### config.mk
export PLATFORM = sky130hd
export DESIGN_NAME = demux_router
export DESIGN_NICKNAME = d
export VERILOG_FILES = /design/src/rtl/demux_pkg.sv /design/src/rtl/demux_slot.sv /design/src/rtl/demux_router.sv
export SDC_FILE = /design/constraint.sdc
export NUM_CORES = 1
export LEC_CHECK = 0
export CAP_MARGIN = 20
export CORE_ASPECT_RATIO = 1.2
export CORE_MARGIN = 8
export CORE_UTILIZATION = 48
export CTS_BUF_LIST = sky130_fd_sc_hd__clkbuf_8
export CTS_CLUSTER_DIAMETER = 100
export DETAILED_ROUTE_END_ITERATION = 7
export HOLD_SLACK_MARGIN = 0.1
export PLACE_DENSITY = 0.88
export SYNTH_ARGS = -nofsm -noshare
export SYNTH_HDL_FRONTEND = slang
export SYNTH_SLANG_ARGS = --single-unit
### constraint.sdc
create_clock -name clk -period 2.3 [get_ports clk]
set_input_delay 0.345 -clock clk [delete_from_list [all_inputs] [get_ports clk]]
set_output_delay 0.345 -clock clk [all_outputs]
set_load 0.005 [all_outputs]
### src/rtl/demux_pkg.sv
// Shared definitions for the 1-to-4 demux router.
// Optional build macro: DEMUX_CNT_EN (per-channel delivered-word counters).
package demux_pkg;

  localparam int NCH   = 4;
  localparam int SEL_W = 2;

  // Channel occupancy; the encoding doubles as the channel's valid bit.
  typedef enum logic [0:0] {
    EMPTY = 1'b0,
    FULL  = 1'b1
  } chan_state_e;

endpackage

### src/rtl/demux_slot.sv
// One single-entry output channel of the demux router: valid bit, data
// register and, when DEMUX_CNT_EN is defined, a wrapping delivered-word counter.
module demux_slot
  import demux_pkg::*;
#(
  parameter int DW = 8
`ifdef DEMUX_CNT_EN
  ,
  parameter int CW = 8
`endif
) (
  input  logic          clk,
  input  logic          rst,
  input  logic          load,
  input  logic [DW-1:0] load_data,
  input  logic          out_ready,
  output logic          out_valid,
  output logic [DW-1:0] out_data
`ifdef DEMUX_CNT_EN
  ,
  output logic [CW-1:0] cnt
`endif
);

  chan_state_e state;
  chan_state_e state_nxt;

  // Occupancy register; reset empties the channel immediately.
  always_ff @(posedge clk or posedge rst) begin
    if (rst) state <= EMPTY;
    else     state <= state_nxt;
  end

  // Next occupancy: a load always wins, so drain+load keeps the slot full.
  always_comb begin
    state_nxt = state;
    unique case (state)
      EMPTY: if (load) state_nxt = FULL;
      FULL: begin
        if (load)           state_nxt = FULL;
        else if (out_ready) state_nxt = EMPTY;
      end
      default: state_nxt = EMPTY;
    endcase
  end

  assign out_valid = (state == FULL);

  // Data register; only written on load, otherwise held (also while empty).
  always_ff @(posedge clk or posedge rst) begin
    if (rst)       out_data <= '0;
    else if (load) out_data <= load_data;
  end

`ifdef DEMUX_CNT_EN
  // Delivered-word counter; wraps naturally at 2^CW.
  always_ff @(posedge clk or posedge rst) begin
    if (rst)                       cnt <= '0;
    else if (out_valid && out_ready) cnt <= cnt + 1'b1;
  end
`endif

endmodule

### src/rtl/demux_router.sv
// Registered 1-to-4 demultiplexer with valid/ready handshakes. Each output
// channel is an independent single-entry buffer, so a stalled consumer only
// blocks words addressed to it.
// Optional build macro: DEMUX_CNT_EN adds the cnt port (per-channel counters).
module demux_router
  import demux_pkg::*;
#(
  parameter int DW = 8,
  parameter int CW = 8
) (
  input  logic                clk,
  input  logic                rst,
  input  logic                in_valid,
  output logic                in_ready,
  input  logic [DW-1:0]       in_data,
  input  logic [SEL_W-1:0]    in_sel,
  output logic [NCH-1:0]      out_valid,
  input  logic [NCH-1:0]      out_ready,
  output logic [NCH*DW-1:0]   out_data
`ifdef DEMUX_CNT_EN
  ,
  output logic [NCH*CW-1:0]   cnt
`endif
);

  logic           accept;
  logic [NCH-1:0] load;

  // The selected channel can take a word if it is empty or draining this edge.
  always_comb begin
    in_ready = ~out_valid[in_sel] | out_ready[in_sel];
    accept   = in_valid & in_ready;
  end

  // Select decode: only the addressed channel loads on an accepted word.
  always_comb begin
    load = '0;
    for (int i = 0; i < NCH; i++) begin
      load[i] = accept && (in_sel == SEL_W'(i));
    end
  end

  for (genvar g = 0; g < NCH; g++) begin : g_slot
    demux_slot #(
      .DW(DW)
`ifdef DEMUX_CNT_EN
      ,
      .CW(CW)
`endif
    ) u_slot (
      .clk       (clk),
      .rst       (rst),
      .load      (load[g]),
      .load_data (in_data),
      .out_ready (out_ready[g]),
      .out_valid (out_valid[g]),
      .out_data  (out_data[g*DW +: DW])
`ifdef DEMUX_CNT_EN
      ,
      .cnt       (cnt[g*CW +: CW])
`endif
    );
  end

endmodule

==> metrics, run 1 <==
Overall Global Routing Usage 15.55%; syn avg cell area 15.54 um2; overall power 1.771 mW; setup TNS 0 ns; post-synthesis sequential area ratio 62.99%; status finished, final reports clean; Fin Clk Skew 0.003216 ns; final core utilization 74.19%; cells on worst reg2reg path 3; largest net degree at the start of global routing 37; row count 21; max-slew violation count 0; post-CTS setup buffer count 0; Setup WS post-layout 0.07330 ns; first-pass GRT wire length 5782 um; 1st-pass router iterations 3; clock slew at reported path FFs 0.07 ns; cts repair resizes 0; NumNets Final 167; Tmin final 2.227 ns; initial antenna violation count 0; flop2flop setup slack 0.88 ns; clk buf depth 2; placed cell count 177; I/O pin cnt 54; Antenna Nets Post-Route 0; period utilisation layout 96.81%; Critical Setup Path Class input pin to output port; post-synthesis register bit count 36; Setup-failing EPs final 0; DR WL met2 1984 um; core area 2811 um2; die extent in y 75.80 um; diode count 0; gpl congestion 0.7838; CTS tree yes; Cell Pwr Density 849.0 nW/um2; final WL 3599 um; CP arrival 1.88 ns; CP max FO 4; die area 4990 um2; RR Endpoint g_slot[1].u_slot.out_data[3]; critical path required time 1.96 ns; Metal-1 WL 1316 um; DIE WIDTH 65.83 um; DRC 0; layout cells sized above 1 31.13%; Iter 0 DRT Violations 23; synthesis-to-finish area growth 45.84%; total CTS buffers 5; P_leak 0.8914 nW; leading cell type in the layout, fill and taps excluded clkdlybuf4s50_1; DP Worst Slack 0.06800 ns; DR vias 943; synth unique cells 14; RSZ-0062 raised after global routing no; fin cells 185; met3 wire length 264 um; Setup crit start kind input pin; synthesized instance count 92; Hold Path Class input pin to async pin; CTS sink count 36; Worst-Margin Slew 0.4386 ns; Max-Slew Margin vs Limit 70.76%; IO Port Bufs 53; reg2reg start g_slot[1].u_slot.out_valid; top sig layer met4; crit end category output port; clock root cell clkbuf_8; Mapped Nets 109; Netlist Area Pre-Place 1430 um2; MaxCap Viol Count 0; Starting Density 50.87%; later-pin clock latency in the skew report 0.29 ns; H-tree levels 2; vias in the first global route 1122; Ys Warns 0; maximum vdd ir drop 662.6 uV; Fin. Hold Viols 0; fmax 449.1 MHz; Final HPWL DP 2652 um; WL/cell 19.45 um; total gr overflow 0; Via density 5.097; most frequent cells in the layout clkdlybuf4s50_1 (53), dfrtp_1 (36), mux2_2 (32); number of hold buffers added after cts 0
## per-layer routing
metal	vias up	track usage (%)
li1	434	-
met1	476	15.27
met2	30	28.20
met3	3	7.206
met4	0	5.097
met5	-	0
## final cells by class
cell class	instances	area, um2
timing repair buffer	57	560.5
tap	34	42.54
inverter	1	3.754
clock inverter	2	10.01
clock buffer	6	82.58
sequential	36	900.9
multi-input combinational	49	485.5
fill	193	725.7
## cells by family (layout without fill, tap and decap cells)
group	Yosys count	in the layout	synth area share (%)
flops	36	36	62.99
compound gates	1	1	0.3496
simple gates	15	15	6.824
buf+inv	7	66	3.062
mux	33	33	26.77
## synth_stat cells, drive strengths merged
cell type / count / share of area, %
and3: 1 / 0.44
buf: 6 / 2.8
dfrtp: 36 / 63
inv: 1 / 0.26
mux2: 32 / 25
mux4: 1 / 1.6
nand2: 5 / 1.3
nand2b: 4 / 1.7
nand3: 1 / 0.35
nand3b: 1 / 0.79
nor2b: 2 / 0.87
nor3b: 1 / 1.3
o21ai: 1 / 0.35
## through the flow
step	area (um2)	hold slack, ns
final	2086	0.4591
after global routing	2086	0.5072
after CTS	2086	0.4745
after detailed placement	1993	0.4944
after global placement	1993	0.4900
after floorplan	1430	0.4545
## worst max-delay path by stage
stage / startpoint / endpoint / cells after the start
after global placement: in_sel[1] / in_ready / 3
final: in_sel[1] / in_ready / 3
after floorplan: in_valid / g_slot[1].u_slot.out_data[0] / 4
after global routing: in_sel[1] / in_ready / 3
after CTS: in_sel[1] / in_ready / 3
after detailed placement: in_sel[1] / in_ready / 3
## power breakdown
group	switching, mW	leakage [nW]	internal, mW
Sequential	0.0723	0.431	0.758
Combinational	0.145	0.409	0.334
Clock	0.223	0.0510	0.239
Total	0.440	0.891	1.33
## worst max-delay path, cell delays in order
cell and delay (ns):
clkdlybuf4s50_1 0.57, mux4_2 0.51, clkdlybuf4s50_1 0.45
## state kept, by name, indices dropped and copies added (netlist names)
| register | flops |
|---|---|
| g_slot.u_slot.out_valid | 4 |
| g_slot.u_slot.out_data | 32 |
(Power assumes the default switching activity.)
==> run 2, diff against run 1 <==
Settings changed: ABC_CLOCK_PERIOD_IN_PS set to 2800, SLEW_MARGIN set to 20.
Clock period 2.3 ns to 2.8 ns, I/O delays scaled along.
==> run 2 against run 1 <==
Net effect:
- via count rose by 0.95%
- non-clock buffer count fell by 2
- sequential share of layout area increased by 0.23 points
- clock-buffer cell count is 1 higher
- combinational power is 19% lower
- final area decreased by 0.54%
- sequential cell count did not move
- highest routed layer unchanged
- cell count down 1.6%
- routed wire length down 5.7%
- worst hold slack better by 0.047 ns
- core utilization shrank 0.40 points
==> metrics, run 2 (synthesis results as in run 1) <==
first-pass GRT wire length 5561 um; clk buf depth 2; Worst-Margin Slew 0.6578 ns; Setup crit start kind input pin; number of hold buffers added after cts 0; Final HPWL DP 2592 um; synthesis-to-finish area growth 45.06%; row count 21; Fin Clk Skew 0.005173 ns; routing usage on met2 26.68%; critical path required time 2.38 ns; met1 track demand over resource 14.83%; vias in the first global route 1127; WL/cell 18.64 um; Setup-failing EPs final 0; P_leak 0.8806 nW; largest net degree at the start of global routing 21; leading cell type in the layout, fill and taps excluded clkdlybuf4s50_1; busiest grt layer met2; CP max FO 4; DIE WIDTH 65.83 um; fmax 424.4 MHz; clock root cell clkbuf_8; NumNets Final 165; max reg flops 32; max-slew violation count 0; hold slack final 0.5062 ns; Overall Global Routing Usage 15.08%; die area 4990 um2; later-pin clock latency in the skew report 0.28 ns; die extent in y 75.80 um; MaxCap Viol Count 0; core area 2811 um2; IO Port Bufs 53; gpl congestion 0.7451; total gr overflow 0; crit end category output port; DR vias 952; Hold Path Depth 1; DRC 0; Tmin final 2.356 ns; Largest Register g_slot.u_slot.out_data; maximum vdd ir drop 526.0 uV; diode count 0; most frequent cells in the layout clkdlybuf4s50_1 (53), dfrtp_1 (36), mux2_2 (32); CTS tree yes; initial antenna violation count 0; Cell Pwr Density 701.0 nW/um2; total CTS buffers 5; Starting Density 50.87%; layout cells sized above 1 29.73%; H-tree levels 2; I/O pin cnt 54; final WL 3393 um; Critical Setup Path Class input pin to output port; CP arrival 1.94 ns; post-CTS setup buffer count 0; status finished, final reports clean; setup TNS 0 ns; cells on worst reg2reg path 3; cts repair resizes 0; Max-Slew Margin vs Limit 56.10%; 1st-pass router iterations 2; Antenna Nets Post-Route 0; RSZ-0062 raised after global routing no; period utilisation layout 84.15%; clock slew at reported path FFs 0.07 ns; Iter 0 DRT Violations 23; met3 Use GR 7.500%; Fin. Hold Viols 0; Via density 5.231; Hold Path Class flip-flop to flip-flop; CTS sink count 36
run 2: cell types whose count changed in the layout (fill, tap and decap cells not counted), sizes merged:
cell / delta
buf: -2
clkinv: -2
clkbuf: +1
run 2: layout make-up:
cell class	count	area (um2)
fill	187	737.0
tap	34	42.54
multi-input combinational	49	485.5
inverter	1	3.754
timing repair buffer	55	545.5
clock buffer	7	96.34
sequential	36	900.9
run 2: where the power goes:
part / total, mW / switching, mW / internal, mW
combinational: 0.390 / 0.117 / 0.273
clock: 0.388 / 0.169 / 0.219
sequential: 0.676 / 0.0539 / 0.623
run 2: critical path, cell delays in order:
cell,delay [ns]
clkdlybuf4s50_1,0.55
mux4_2,0.51
clkdlybuf4s50_1,0.46
run 2: worst paths after layout:
kind,startpoint,end,slack [ns]
setup / recovery,in_sel[1],in_ready,0.44
min in group asynchronous,rst,g_slot[3].u_slot.out_data[4],0.53
setup reg to reg,g_slot[2].u_slot.out_valid,g_slot[2].u_slot.out_data[2],1.33
max in group asynchronous,rst,g_slot[3].u_slot.out_data[0],1.57
hold reg to reg,g_slot[2].u_slot.out_data[4],g_slot[2].u_slot.out_data[4],0.51
hold / removal,g_slot[2].u_slot.out_data[4],g_slot[2].u_slot.out_data[4],0.51
run 2: metal layers:
metal	up-vias	wire [um]
met5	-	0
li1	426	-
met1	493	1251
met3	5	253
met2	28	1850
met4	0	37
run 2: stage by stage:
stage          worst slack (ns)  power [mW]  cell area (um2)  util (%)  cells
2_1_floorplan             1.339      0.8097             1430         -     92
3_3_place_gp             0.4550       1.067             1978     70.36    175
3_5_place_dp             0.4339       1.083             1978     70.36    175
4_1_cts                  0.4303       1.478             2074     73.79    182
5_1_grt                  0.3610       1.525             2074     73.79    182
6_report                 0.4438       1.454             2074     73.79    182
==> run 3, diff against run 2 <==
Settings changed: ABC_CLOCK_PERIOD_IN_PS 2800 to 1990, CORE_UTILIZATION 48 to 41, PLACE_DENSITY 0.88 to 0.8.
Clock period 2.8 ns to 1.99 ns, I/O delays scaled along.
==> run 3 against run 2 <==
Net effect:
- worst setup slack worse by 0.36 ns
- critical path type unchanged
- sequential share of layout area is 1.5 points lower
- final area up 3.7%
- die area rose by 13%
- non-clock buffer count grew 6
- largest power group unchanged
- clock skew is 0.0015 ns lower
- core utilization shrank 9.4 points
- worst hold slack got worse by 0.082 ns
- combinational power up 43%
- first-iteration DRC count rose by 8.7%
==> metrics, run 3 (synthesis results as in run 1) <==
status finished, final reports clean; initial antenna violation count 0; Worst-Margin Slew 0.4349 ns; cells on worst reg2reg path 5; final WL 3645 um; clk buf depth 2; MaxCap Viol Count 0; most frequent cells in the layout clkdlybuf4s50_1 (51), dfrtp_1 (36), mux2_2 (32); DIE WIDTH 69.92 um; first-pass GRT wire length 5989 um; critical path required time 1.69 ns; H-tree levels 2; Fin Clk Skew 0.003684 ns; Setup WS post-layout 0.08047 ns; leading cell type in the layout, fill and taps excluded clkdlybuf4s50_1; Setup crit start kind input pin; max reg flops 32; Via density 4.979; synthesis-to-finish area growth 50.39%; Cell Pwr Density 1023 nW/um2; RSZ-0062 raised after global routing no; vias in the first global route 1195; max-slew violation count 0; Critical Setup Path Class input pin to output port; DRC 0; DR vias 956; fmax 523.7 MHz; Antenna Nets Post-Route 0; clock slew at reported path FFs 0.07 ns; CP arrival 1.61 ns; WL/cell 18.98 um; Max-Slew Margin vs Limit 71.01%; Final HPWL DP 2807 um; die extent in y 80.70 um; die area 5642 um2; CTS tree yes; later-pin clock latency in the skew report 0.28 ns; Fin. Hold Viols 0; Setup-failing EPs final 0; largest net degree at the start of global routing 37; Overall Global Routing Usage 13.53%; total CTS buffers 5; Largest Register g_slot.u_slot.out_data; Starting Density 42.84%; hold slack final 0.4242 ns; crit end category output port; CTS sink count 36; NumNets Final 171; gpl congestion 0.7886; overall power 2.199 mW; core area 3338 um2; Tmin final 1.910 ns; 1st-pass router iterations 4; period utilisation layout 95.96%; Hold Path Class input pin to async pin; clock root cell clkbuf_8; I/O pin cnt 54; maximum vdd ir drop 662.1 uV; total gr overflow 0; layout cells sized above 1 32.90%; diode count 0; DP Worst Slack -0.1603 ns; Iter 0 DRT Violations 25; IO Port Bufs 53; P_leak 0.9230 nW; CP max FO 3; row count 23
-- run 3: cell types whose count changed in the layout (fill, tap and decap cells not counted) --
cell             change
bufinv_16            +1
buf_4                +6
clkdlybuf4s50_1      -2
dlygate4sd2_1        +2
-- run 3: per-stage QoR --
step | setup TNS (ns) | utilization, % | cells | cell area, um2
3_3_place_gp | -0.1099 | 60.72 | 184 | 2027
4_1_cts | 0 | 64.43 | 192 | 2151
2_1_floorplan | 0 | - | 92 | 1430
6_report | 0 | 64.43 | 192 | 2151
3_5_place_dp | -0.1603 | 60.72 | 184 | 2027
5_1_grt | 0 | 64.43 | 192 | 2151
-- run 3: timing repair --
action | CTS | global route
hold buffers | 0 | 0
endpoints found under the setup margin | 1 | 0
resized for setup | 2 | 0
setup buffers | 0 | 0
-- run 3: critical path, stage by stage --
cell and delay, ns:
clkdlybuf4s50_1 0.39, nand2b_1 0.16, mux4_2 0.48, dlygate4sd2_1 0.28
-- run 3: power breakdown --
part / internal, mW / total (mW) / switching, mW
sequential: 0.876 / 0.958 / 0.0816
clock: 0.442 / 0.685 / 0.243
combinational: 0.389 / 0.557 / 0.168
total: 1.71 / 2.20 / 0.493
-- run 3: routing by layer --
layer / part of all wire [%] / vias to the layer above / track usage (%)
met1: 34 / 480 / 12.89
met4: 1.3 / 0 / 5.835
met3: 8.4 / 5 / 5.665
li1: - / 436 / -
met2: 56 / 35 / 24.98
met5: 0 / - / 0
-- run 3: area by class of cell --
class	instances	area, um2
repair buffers	61	588.1
inverters	1	3.754
fillers	257	1187
multi-input cells	49	485.5
clock buffers	7	96.34
clock inverters	1	30.03
well taps	37	46.29
flip-flops and latches	36	900.9
-- run 3: final timing paths --
check | end | startpoint | slack, ns
setup / recovery | in_ready | out_ready[3] | 0.08
hold / removal | g_slot[1].u_slot.out_data[6] | rst | 0.42
setup reg to reg | g_slot[2].u_slot.out_data[6] | g_slot[2].u_slot.out_valid | 0.56
hold reg to reg | g_slot[0].u_slot.out_data[0] | g_slot[0].u_slot.out_data[0] | 0.50
max in group asynchronous | g_slot[0].u_slot.out_data[3] | rst | 1.26
min in group clk | g_slot[3].u_slot.out_valid | in_sel[1] | 0.49
